[src/rtl/rfft_pkg.sv]
// rfft_pkg: shared types and constants for the rfft_4pt sequencer (rfft_ctrl).
package rfft_pkg;

    typedef enum logic [2:0] {
        S_IDLE,
        S_LOAD,
        S_STAGE,
        S_DRAIN,
        S_FIN
    } state_t;

    // Rotation added to the lower two bank read addresses, indexed by stage.
    localparam logic [4:0][2:0] OFF_TBL = {3'd4, 3'd7, 3'd6, 3'd4, 3'd0};

    // First-row mux select bundle, packed as {m11, m12, m13, m14}.
    typedef struct packed {
        logic       m11;
        logic [1:0] m12;
        logic [1:0] m13;
        logic       m14;
    } row1_t;

    localparam row1_t ROW1_A = '{m11: 1'b0, m12: 2'd1, m13: 2'd1, m14: 1'b1};
    localparam row1_t ROW1_B = '{m11: 1'b1, m12: 2'd0, m13: 2'd2, m14: 1'b0};
    localparam row1_t ROW1_C = '{m11: 1'b1, m12: 2'd0, m13: 2'd2, m14: 1'b1};
    localparam row1_t ROW1_D = '{m11: 1'b0, m12: 2'd2, m13: 2'd0, m14: 1'b1};

    // The stage schedule (offsets, select decode) only exists for a 32-point FFT.
    localparam int SCHED_N     = 32;
    localparam int SCHED_LOG2N = 5;

    function automatic bit cfg_legal(input int n, input int log2n, input int addr_bit);
        return (n == SCHED_N) && (log2n == SCHED_LOG2N) && (n == 4 * (1 << addr_bit));
    endfunction

endpackage

[src/rtl/rfft_ctrl_if.sv]
// rfft_ctrl_if: host/datapath-facing control bundle of rfft_ctrl.
// RFFT_CTRL_STALL_EN adds the stall input to the bundle.
interface rfft_ctrl_if #(
    parameter int ADDR_BIT = 3,
    parameter int LOG2N    = 5
);
    logic                  start;
    logic                  busy;
    logic                  done;
    logic [ADDR_BIT-1:0]   ld_idx;
    logic                  m0;
    logic                  m11;
    logic [1:0]            m12;
    logic [1:0]            m13;
    logic                  m14;
    logic                  m21;
    logic                  m22;
    logic                  m23;
    logic                  m24;
    logic                  bypass_en;
    logic [LOG2N-2:0]      tw_addr;
    logic [4*ADDR_BIT-1:0] addr_read;
    logic [4*ADDR_BIT-1:0] addr_write;
    logic                  we;

`ifdef RFFT_CTRL_STALL_EN
    logic                  stall;

    modport master (
        output start, stall,
        input  busy, done, ld_idx, m0, m11, m12, m13, m14, m21, m22, m23, m24,
               bypass_en, tw_addr, addr_read, addr_write, we
    );
    modport slave (
        input  start, stall,
        output busy, done, ld_idx, m0, m11, m12, m13, m14, m21, m22, m23, m24,
               bypass_en, tw_addr, addr_read, addr_write, we
    );
`else
    modport master (
        output start,
        input  busy, done, ld_idx, m0, m11, m12, m13, m14, m21, m22, m23, m24,
               bypass_en, tw_addr, addr_read, addr_write, we
    );
    modport slave (
        input  start,
        output busy, done, ld_idx, m0, m11, m12, m13, m14, m21, m22, m23, m24,
               bypass_en, tw_addr, addr_read, addr_write, we
    );
`endif
endinterface

[src/rtl/rfft_wb_delay.sv]
// rfft_wb_delay: LAT-deep shift register carrying {write address, valid} from
// the read side to the write-back side. clr is a synchronous clear; hold
// freezes every entry.
module rfft_wb_delay #(
    parameter int W   = 12,
    parameter int LAT = 2
) (
    input  logic         clk,
    input  logic         clr,
    input  logic         hold,
    input  logic [W-1:0] in_addr,
    input  logic         in_vld,
    output logic [W-1:0] out_addr,
    output logic         out_vld
);
    typedef struct packed {
        logic [W-1:0] addr;
        logic         vld;
    } ent_t;

    ent_t [LAT-1:0] line_q, line_d;

    // Shift one slot per cycle unless held.
    always_comb begin
        line_d = line_q;
        if (!hold) begin
            line_d[0] = '{addr: in_addr, vld: in_vld};
            for (int i = 1; i < LAT; i++) begin
                line_d[i] = line_q[i-1];
            end
        end
    end

    // Line register, cleared synchronously.
    always_ff @(posedge clk) begin
        if (clr) line_q <= '0;
        else     line_q <= line_d;
    end

    assign out_addr = line_q[LAT-1].addr;
    assign out_vld  = line_q[LAT-1].vld;

endmodule

[src/rtl/rfft_ctrl.sv]
// rfft_ctrl: sequencer for the rfft_4pt datapath. A start pulse loads N samples
// into four banks, then runs LOG2N radix-2 stages, each followed by a
// PIPE_LAT-cycle drain, and pulses done.
// RFFT_CTRL_STALL_EN adds a stall input that freezes LOAD/STAGE/DRAIN progress.
module rfft_ctrl
    import rfft_pkg::*;
#(
    parameter int ADDR_BIT = 3,
    parameter int N        = 32,
    parameter int LOG2N    = 5,
    parameter int PIPE_LAT = 2
) (
    input logic        clk,
    input logic        rst,
    rfft_ctrl_if.slave bus
);
    localparam int MEM_HEIGHT = 1 << ADDR_BIT;
    localparam int AW4        = 4 * ADDR_BIT;
    localparam int TW_W       = LOG2N - 1;
    localparam int STG_W      = $clog2(LOG2N);
    localparam int TWF_W      = ADDR_BIT + LOG2N;

    localparam logic [ADDR_BIT-1:0] CNT_LAST = ADDR_BIT'(MEM_HEIGHT - 1);
    localparam logic [ADDR_BIT-1:0] DRN_LAST = ADDR_BIT'(PIPE_LAT - 1);
    localparam logic [STG_W-1:0]    STG_LAST = STG_W'(LOG2N - 1);

    generate
        if (!cfg_legal(N, LOG2N, ADDR_BIT)) begin : g_bad_cfg
            $error("rfft_ctrl: schedule exists only for N=32, LOG2N=5, ADDR_BIT=3");
        end
        // The drain reuses the row counter.
        if (PIPE_LAT < 1 || PIPE_LAT > MEM_HEIGHT) begin : g_bad_lat
            $error("rfft_ctrl: PIPE_LAT must be in 1..MEM_HEIGHT");
        end
    endgenerate

    state_t              state_q, state_d;
    logic [ADDR_BIT-1:0] cnt_q, cnt_d;
    logic [STG_W-1:0]    stg_q, stg_d;

    // Last STAGE-cycle selects, replayed during DRAIN.
    row1_t               r1_hold_q, r1_hold_d;
    logic [3:0]          r2_hold_q, r2_hold_d;
    logic                byp_hold_q, byp_hold_d;
    logic [TW_W-1:0]     tw_hold_q, tw_hold_d;

    logic                stall_w;
    logic                freeze;
    logic                run_st;

    row1_t               r1_now;
    logic [3:0]          r2_now;
    logic                byp_now;
    logic [TW_W-1:0]     tw_now;
    logic [ADDR_BIT-1:0] rd_lo;

    logic [AW4-1:0]      rd_addr;
    logic [AW4-1:0]      wb_addr;
    logic                wb_vld;
    logic                push_vld;

    row1_t               r1_o;
    logic [3:0]          r2_o;
    logic                byp_o;
    logic [TW_W-1:0]     tw_o;
    logic                m0_o;
    logic [ADDR_BIT-1:0] ldi_o;
    logic [AW4-1:0]      awr_o;
    logic                we_o;

`ifdef RFFT_CTRL_STALL_EN
    assign stall_w = bus.stall;
`else
    assign stall_w = 1'b0;
`endif

    assign run_st = (state_q == S_LOAD) || (state_q == S_STAGE) || (state_q == S_DRAIN);
    // Stall only matters while the sequence is actually running.
    assign freeze = stall_w && run_st;

    // Stage decode: mux selects, twiddle index and bank read offset for (stg, cnt).
    always_comb begin
        r1_now = ROW1_A;
        r2_now = 4'b0011;
        case (int'(stg_q))
            0: begin
                r1_now = ROW1_D;
                r2_now = cnt_q[2] ? 4'b1100 : 4'b0011;
            end
            1: begin
                r1_now = cnt_q[2] ? ROW1_B : ROW1_A;
                r2_now = cnt_q[1] ? 4'b1100 : 4'b0011;
            end
            2: begin
                if (cnt_q[2:1] == 2'b00) r1_now = ROW1_A;
                else if (cnt_q[1])       r1_now = ROW1_C;
                else                     r1_now = ROW1_D;
                r2_now = cnt_q[0] ? 4'b1100 : 4'b0011;
            end
            3: begin
                if (cnt_q == '0)   r1_now = ROW1_A;
                else if (cnt_q[0]) r1_now = ROW1_C;
                else               r1_now = ROW1_D;
            end
            default: r1_now = ROW1_A;
        endcase
        byp_now = (stg_q <= STG_W'(2));
        tw_now  = TW_W'(TWF_W'(cnt_q) << stg_q);
        rd_lo   = cnt_q + ADDR_BIT'(OFF_TBL[stg_q]);
    end

    // Sequencer next state: IDLE -> LOAD -> (STAGE -> DRAIN) x LOG2N -> FIN.
    always_comb begin
        state_d = state_q;
        cnt_d   = cnt_q;
        stg_d   = stg_q;
        if (!freeze) begin
            case (state_q)
                S_IDLE: begin
                    if (bus.start) begin
                        state_d = S_LOAD;
                        cnt_d   = '0;
                        stg_d   = '0;
                    end
                end
                S_LOAD: begin
                    if (cnt_q == CNT_LAST) begin
                        state_d = S_STAGE;
                        cnt_d   = '0;
                        stg_d   = '0;
                    end else begin
                        cnt_d = cnt_q + ADDR_BIT'(1);
                    end
                end
                S_STAGE: begin
                    if (cnt_q == CNT_LAST) begin
                        state_d = S_DRAIN;
                        cnt_d   = '0;
                    end else begin
                        cnt_d = cnt_q + ADDR_BIT'(1);
                    end
                end
                S_DRAIN: begin
                    if (cnt_q == DRN_LAST) begin
                        cnt_d = '0;
                        if (stg_q == STG_LAST) begin
                            state_d = S_FIN;
                        end else begin
                            stg_d   = stg_q + STG_W'(1);
                            state_d = S_STAGE;
                        end
                    end else begin
                        cnt_d = cnt_q + ADDR_BIT'(1);
                    end
                end
                S_FIN: begin
                    state_d = S_IDLE;
                    cnt_d   = '0;
                    stg_d   = '0;
                end
                default: state_d = S_IDLE;
            endcase
        end
    end

    // Capture the current selects every STAGE cycle so DRAIN can replay them.
    always_comb begin
        r1_hold_d  = r1_hold_q;
        r2_hold_d  = r2_hold_q;
        byp_hold_d = byp_hold_q;
        tw_hold_d  = tw_hold_q;
        if (state_q == S_STAGE) begin
            r1_hold_d  = r1_now;
            r2_hold_d  = r2_now;
            byp_hold_d = byp_now;
            tw_hold_d  = tw_now;
        end
    end

    // Output decode; everything idles at zero outside the running states.
    always_comb begin
        r1_o    = '0;
        r2_o    = '0;
        byp_o   = 1'b0;
        tw_o    = '0;
        m0_o    = 1'b0;
        ldi_o   = '0;
        rd_addr = '0;
        awr_o   = wb_addr;
        we_o    = wb_vld && !stall_w;
        case (state_q)
            S_LOAD: begin
                ldi_o = cnt_q;
                awr_o = {4{cnt_q}};
                we_o  = !stall_w;
            end
            S_STAGE: begin
                m0_o    = 1'b1;
                r1_o    = r1_now;
                r2_o    = r2_now;
                byp_o   = byp_now;
                tw_o    = tw_now;
                rd_addr = {cnt_q, cnt_q, rd_lo, rd_lo};
            end
            S_DRAIN: begin
                m0_o  = 1'b1;
                r1_o  = r1_hold_q;
                r2_o  = r2_hold_q;
                byp_o = byp_hold_q;
                tw_o  = tw_hold_q;
            end
            default: ;
        endcase
    end

    assign push_vld = (state_q == S_STAGE);

    rfft_wb_delay #(
        .W   (AW4),
        .LAT (PIPE_LAT)
    ) u_wb_delay (
        .clk      (clk),
        .clr      (rst),
        .hold     (freeze),
        .in_addr  (rd_addr),
        .in_vld   (push_vld),
        .out_addr (wb_addr),
        .out_vld  (wb_vld)
    );

    // State, counters and select hold registers.
    always_ff @(posedge clk) begin
        if (rst) begin
            state_q    <= S_IDLE;
            cnt_q      <= '0;
            stg_q      <= '0;
            r1_hold_q  <= '0;
            r2_hold_q  <= '0;
            byp_hold_q <= 1'b0;
            tw_hold_q  <= '0;
        end else begin
            state_q    <= state_d;
            cnt_q      <= cnt_d;
            stg_q      <= stg_d;
            r1_hold_q  <= r1_hold_d;
            r2_hold_q  <= r2_hold_d;
            byp_hold_q <= byp_hold_d;
            tw_hold_q  <= tw_hold_d;
        end
    end

    assign bus.busy       = run_st;
    assign bus.done       = (state_q == S_FIN);
    assign bus.ld_idx     = ldi_o;
    assign bus.m0         = m0_o;
    assign bus.m11        = r1_o.m11;
    assign bus.m12        = r1_o.m12;
    assign bus.m13        = r1_o.m13;
    assign bus.m14        = r1_o.m14;
    assign bus.m21        = r2_o[3];
    assign bus.m22        = r2_o[2];
    assign bus.m23        = r2_o[1];
    assign bus.m24        = r2_o[0];
    assign bus.bypass_en  = byp_o;
    assign bus.tw_addr    = tw_o;
    assign bus.addr_read  = rd_addr;
    assign bus.addr_write = awr_o;
    assign bus.we         = we_o;

endmodule
[src/flat_wrapper.sv]
// flat-port wrapper written by rule: the top's interface ports become plain ports
module rfft_ctrl_flat import rfft_pkg::*;
#(
    parameter int ADDR_BIT = 3,
    parameter int N        = 32,
    parameter int LOG2N    = 5,
    parameter int PIPE_LAT = 2
)
  (clk, rst, bus_start, bus_busy, bus_done, bus_ld_idx, bus_m0, bus_m11, bus_m12, bus_m13, bus_m14, bus_m21, bus_m22, bus_m23, bus_m24, bus_bypass_en, bus_tw_addr, bus_addr_read, bus_addr_write, bus_we);
  rfft_ctrl_if #(.ADDR_BIT(ADDR_BIT), .LOG2N(LOG2N)) bus_i ();
  input logic clk;
  input logic rst;
  input wire logic [$bits(bus_i.start)-1:0] bus_start;
  output wire logic [$bits(bus_i.busy)-1:0] bus_busy;
  output wire logic [$bits(bus_i.done)-1:0] bus_done;
  output wire logic [$bits(bus_i.ld_idx)-1:0] bus_ld_idx;
  output wire logic [$bits(bus_i.m0)-1:0] bus_m0;
  output wire logic [$bits(bus_i.m11)-1:0] bus_m11;
  output wire logic [$bits(bus_i.m12)-1:0] bus_m12;
  output wire logic [$bits(bus_i.m13)-1:0] bus_m13;
  output wire logic [$bits(bus_i.m14)-1:0] bus_m14;
  output wire logic [$bits(bus_i.m21)-1:0] bus_m21;
  output wire logic [$bits(bus_i.m22)-1:0] bus_m22;
  output wire logic [$bits(bus_i.m23)-1:0] bus_m23;
  output wire logic [$bits(bus_i.m24)-1:0] bus_m24;
  output wire logic [$bits(bus_i.bypass_en)-1:0] bus_bypass_en;
  output wire logic [$bits(bus_i.tw_addr)-1:0] bus_tw_addr;
  output wire logic [$bits(bus_i.addr_read)-1:0] bus_addr_read;
  output wire logic [$bits(bus_i.addr_write)-1:0] bus_addr_write;
  output wire logic [$bits(bus_i.we)-1:0] bus_we;
  assign bus_i.start = bus_start;
  assign bus_busy = bus_i.busy;
  assign bus_done = bus_i.done;
  assign bus_ld_idx = bus_i.ld_idx;
  assign bus_m0 = bus_i.m0;
  assign bus_m11 = bus_i.m11;
  assign bus_m12 = bus_i.m12;
  assign bus_m13 = bus_i.m13;
  assign bus_m14 = bus_i.m14;
  assign bus_m21 = bus_i.m21;
  assign bus_m22 = bus_i.m22;
  assign bus_m23 = bus_i.m23;
  assign bus_m24 = bus_i.m24;
  assign bus_bypass_en = bus_i.bypass_en;
  assign bus_tw_addr = bus_i.tw_addr;
  assign bus_addr_read = bus_i.addr_read;
  assign bus_addr_write = bus_i.addr_write;
  assign bus_we = bus_i.we;
  rfft_ctrl #(.ADDR_BIT(ADDR_BIT), .N(N), .LOG2N(LOG2N), .PIPE_LAT(PIPE_LAT)) u_core (.clk(clk), .rst(rst), .bus(bus_i));
endmodule
[config.mk]
export PLATFORM = sky130hd
export DESIGN_NAME = rfft_ctrl_flat
export DESIGN_NICKNAME = d
export VERILOG_FILES = /design/src/rtl/rfft_pkg.sv /design/src/rtl/rfft_ctrl_if.sv /design/src/rtl/rfft_wb_delay.sv /design/src/rtl/rfft_ctrl.sv /design/src/flat_wrapper.sv
export SDC_FILE = /design/constraint.sdc
export NUM_CORES = 1
export LEC_CHECK = 0
export BUFFER_PORTS_ARGS = -buffer_cell sky130_fd_sc_hd__buf_2
export CORE_MARGIN = 2
export CORE_UTILIZATION = 50
export CTS_BUF_LIST = sky130_fd_sc_hd__clkbuf_16
export CTS_CLUSTER_DIAMETER = 50
export DETAILED_ROUTE_END_ITERATION = 8
export PLACE_DENSITY = 0.75
export SYNTH_ARGS = -nofsm -noshare
export SYNTH_HDL_FRONTEND = slang
export SYNTH_SLANG_ARGS = --single-unit
[constraint.sdc]
create_clock -name clk -period 6.3 [get_ports clk]
set_input_delay 0.63 -clock clk [delete_from_list [all_inputs] [get_ports clk]]
set_output_delay 0.63 -clock clk [all_outputs]
set_load 0.005 [all_outputs]
Yosys cells after proc, flatten, opt, wreduce, memory -nomap -nowiden
Memories as Yosys holds them, arrays and structs flattened. A register that Yosys moved wholly into a read port is not among the register bits.
Index checks and enable logic that the tools add are counted.
- register bits: 50
- latch bits: 0
- bits in writable memories: 0
- ROM bits: 24
- input bits: 3
- output and inout bits: 46
- logic and storage cells: 85
- memories kept: 1
- add/subtract/negate cells: 3
- $mul: 0
- divide/modulo/power cells: 0
- $lt $le $gt $ge: 2
- equal/unequal tests: 15
- shifts and indexed selects: 1
- mux-type cells: 36
- bitwise logic cells: 0
- reductions and logical operators: 13
- memories (memory ; depth ; width ; read ports ; clocked after memory_dff ; write ports ; RTL line ; text):
    (no name shown) ; 8 ; 3 ; 1 ; 1 ; 0 ; rfft_ctrl.sv:109 ; rd_lo = cnt_q + ADDR_BIT'(OFF_TBL[stg_q]);
- operators with widths (cell ; count):
    3-bit two-way mux ; 15
    3-bit one-hot mux with 4 select lines ; 3
    6-bit two-way mux ; 5
    12-bit two-way mux ; 2
    6-bit one-hot mux with 4 select lines ; 1
    4-bit one-hot mux with 2 select lines ; 2
    3-bit by 2-bit equality test with 1-bit output, second input constant ; 4
    4-bit two-way mux ; 3
    4-bit one-hot mux with 3 select lines ; 1
    6-bit one-hot mux with 2 select lines ; 1
    2-bit inequality test, second input constant ; 5
    3-bit by 1-bit equality test with 1-bit output, second input constant ; 3
    3-bit equality test, second input constant ; 3
    3-bit zero test ; 3
    4-bit nonzero test ; 2
    3-bit by 1-bit adder with 3-bit output, second input constant ; 2
    5-bit AND reduction ; 1
    3-bit by 4-bit < comparator with 1-bit output, second input constant ; 1
    4-bit AND reduction ; 1
    2-bit OR reduction ; 2
    3-bit by 3-bit left shift with 4-bit output ; 1
    3-bit adder ; 1
    3-bit by 2-bit less-or-equal comparator with 1-bit output, second input constant ; 1
    2-bit zero test ; 1
    other kinds (4) ; 6

Depth between registers and ports, before layout
- depth in word-level cells: 6
- gate-level depth with buffers: 9
- mapped depth without buffers: 6

Modules after synthesis
A second synthesis with hierarchy kept.
- cells, all modules: 330
- area total of the unflattened synthesis: 2808.9 um^2
- by module, submodules not included (module ; times used ; cells an instance ; area an instance (um^2) ; seq. area each (um^2)):
    rfft_ctrl ; 1 ; 234 ; 1775.5 ; 460.4
    rfft_wb_delay ; 1 ; 96 ; 1033.5 ; 520.5

Least setup slack after synthesis
OpenSTA, ideal clock, no wires.
- path type: reg-to-output
- from: register u_core.stg_q[0]
- to: output port bus_m13[0]
- arrival: 2.163 ns
- required time: 5.670 ns
- setup slack: 3.507 ns
- stages on the path, launching flop included: 10
- buffers on the path: 4
- cells stage by stage: dfxtp_1 -> clkbuf_2 -> clkbuf_1 -> inv_1 -> ha_1 -> clkbuf_1 -> o31ai_1 -> a22oi_1 -> o21ai_0 -> buf_4
- longest elaborated chain between the ends: 3
- elaborated cells between the ends (all ways): 6
- those cells by class: eq/ne: 3; mux: 2; reduce/logical: 1
- RTL lines (what ; RTL line ; text):
    from (decl) ; rfft_ctrl.sv:39 ; logic [STG_W-1:0] stg_q, stg_d;
    from (signal assigned) ; rfft_ctrl.sv:244 ; stg_q <= stg_d;
    3-bit by 2-bit equality test with 1-bit output, or another cell as far along ; rfft_ctrl.sv:85 ; case (int'(stg_q))
    6-bit one-hot mux with 4 select lines * ; rfft_ctrl.sv:85 ;
    6-bit one-hot mux with 2 select lines * ; rfft_ctrl.sv:191 ; case (state_q)
    to (decl) ; flat_wrapper.sv:20 ; output wire logic [$bits(bus_i.m13)-1:0] bus_m13;
Every way passes the cells marked *; elsewhere a longest branch is shown, timed or not.

Worst setup path after layout
Ends and elaborated chain as after synthesis.

==> impl_metrics.env <==
export IMPL_clock_sinks=37
export IMPL_postCtsResizedCells=0
export IMPL_fillers=402
export IMPL_final_cell_mix="buf_2, dfxtp_1, nand2_1"
export IMPL_die_area_um2=5110
export IMPL_cts_buffers_inserted=5
export IMPL_crit_path_start_kind="register"
export IMPL_ys_ff_latch=37
export IMPL_vias=1948
export IMPL_final_common_cell="buf_2"
export IMPL_hold_path_depth=1
export IMPL_cp_max_fo=19
export IMPL_clk_latency_ps=280
export IMPL_synth_cell_types=57
export IMPL_slew_violations=0
export IMPL_final_util_pct=56.3
export IMPL_grt_pass1_vias=1748
export IMPL_ioPinCount=49
export IMPL_layout_drive_gt1_share_pct=23.3
export IMPL_pwr_density_cell_nw_per_um2=207
export IMPL_syn_area_um2=2280
export IMPL_syn_to_final_growth_pct=8.52
export IMPL_finClkSkew_ps=3.84
export IMPL_grt_ovfl_total=0
export IMPL_start_util_pct=51.9
export IMPL_finalWirelength_um=4840
export IMPL_syn_area_per_cell_um2=8.13
export IMPL_worstMarginPinSlew_ps=734
export IMPL_ys_seq_area_share_pct=32.5
export IMPL_status="finished, final reports clean"
export IMPL_dp_cells=340
export IMPL_cp_arrival_ps=2470
export IMPL_first_iter_violations=144
export IMPL_cp_end_kind="output pin"
export IMPL_cts_hold_buffers=0
export IMPL_synthArstFlopShare_pct=0
export IMPL_grt_pass1_wl_um=8090
export IMPL_min_period_over_period_pct=49.2
export IMPL_ys_warn_count=0
export IMPL_nets=309
export IMPL_place_congestion=0.964
export IMPL_antenna_found_initial=0
export IMPL_hpwl_um=3420
export IMPL_synth_ff_type="dfxtp_1"
export IMPL_core_rowCount=24
export IMPL_io_buffers=48
export IMPL_path_class="reg2out"
export IMPL_antenna_cells=0
export IMPL_die_w_um=71.5
export IMPL_rsz0062_at_grt="no"
export IMPL_cap_violations=0
export IMPL_fmax_ghz=0.323
export IMPL_period_minus_slack_ps=3100
export IMPL_leakage_nw=1.16
export IMPL_netlist_instances=280
export IMPL_die_h_um=71.5
export IMPL_max_slew_margin_pct=51.0
export IMPL_ant_nets=0
export IMPL_h_tree_depth=2
export IMPL_whs_ps=434
export IMPL_avgViaCountPerCell=5.60
export IMPL_grt_usage_pct=19.6
export IMPL_detail_route_wl_per_cell_um=13.9
export IMPL_tritoncts="yes"
export IMPL_setup_viol=0
export IMPL_clk_pin_slew_ps=50
export IMPL_rr_worst_depth=6
export IMPL_hold_violations=0
export IMPL_cts_root_buf="clkbuf_16"
export IMPL_syn_num_nets=294
export IMPL_min_path_type="reg2reg"
export IMPL_cts_buffer_depth=2
export IMPL_stdcell_count=348
export IMPL_tns_ps=0
export IMPL_firstDrtPassIters=4
export IMPL_grt_start_max_net_pins=32
export IMPL_ir_drop_mv=0.100
export IMPL_core_region_area_um2=4380
export IMPL_cts_setup_buffers=0
export IMPL_route_detailed_drc=0
export IMPL_critPathRequiredTime_ps=5670
export IMPL_synth_edff_count=0
[state kept, by name, summed over array words and instances, names as in the netlist, named ones only]
| name | flops |
|---|---|
| u_core.r1_hold_q | 4 |
| u_core.u_wb_delay.line_q | 7 |
| u_core.state_q | 3 |
| u_core.u_wb_delay.out_vld | 1 |
| u_core.r2_hold_q | 2 |
| u_core.byp_hold_q | 1 |
| u_core.tw_hold_q | 4 |
| u_core.u_wb_delay.out_addr | 6 |
| u_core.cnt_q | 3 |
| u_core.stg_q | 3 |
[report_power, final]
| part | total, W | leakage, nW | switching (W) | internal, W |
|---|---|---|---|---|
| sequential | 0.000243 | 0.299 | 0.00000715 | 0.000236 |
| clock | 0.000236 | 0.0712 | 0.0000908 | 0.000145 |
| combinational | 0.0000328 | 0.789 | 0.0000191 | 0.0000137 |
| total | 0.000511 | 1.16 | 0.000117 | 0.000394 |
[cells in the mapped netlist, drive strengths merged (7+ instances only)]
cell type / n / area (um^2)
ha: 10 / 125
inv: 12 / 45.0
a21oi: 16 / 91.3
o21ai: 7 / 35.0
nor2: 18 / 75.1
nor3: 12 / 60.1
and2: 7 / 43.8
nand2b: 7 / 43.8
clkbuf: 8 / 31.3
nor2b: 13 / 81.3
dfxtp: 37 / 741
buf: 32 / 223
nand2: 33 / 124
[area by class of cell]
class,count,area (um^2),area share (%)
timing repair buffer,48,240,9.73
inverter,12,45.0,1.82
clock buffer,5,125,5.07
tap,52,65.1,2.63
multi-input combinational,191,1240,50.1
sequential,37,741,30.0
clock inverter,3,17.5,0.709
[worst max-delay path: stages, from the launching register on]
cell	delay, ps
dfxtp_1	680
inv_1	140
ha_1	340
o31ai_1	480
a22oi_1	200
o21ai_0	210
buf_2	150
[worst paths after layout]
kind / startpoint / endpoint / slack [ps]
max reg2reg: u_core.stg_q[0] / register / 4060
min reg2reg: u_core.u_wb_delay.line_q[6] / u_core.u_wb_delay.out_addr[5] / 430
max: u_core.stg_q[0] / bus_m13[0] / 3200
min: u_core.u_wb_delay.line_q[6] / u_core.u_wb_delay.out_addr[5] / 430
[cell families (layout without fill, tap and decap cells)]
kind of cell	count (synthesis)	in the layout	share of synthesized area, %
compound gates	57	57	17.6
xor+xnor	2	2	0.770
fa+ha+maj	11	11	6.38
buf+inv	52	68	13.1
flops	37	37	32.5
mux	4	4	1.87
simple gates	117	117	27.7
[stage by stage]
step	total power (W)	setup slack [ps]	area (um^2)
floorplan	0.000272	3510	2280
global placement	0.000280	3650	2330
detailed placement	0.000280	3550	2330
CTS	0.000518	3240	2470
global route	0.000534	2940	2470
finish	0.000511	3200	2470
[per-layer routing]
layer  wire, um  up-vias  global-route usage (%)
li1           -      973                       -
met1       2100      914                    24.5
met2       2460       57                    35.1
met3        244        4                    4.64
met4         25        0                    3.14
met5          0        -                       0
(Power assumes the default switching activity.)
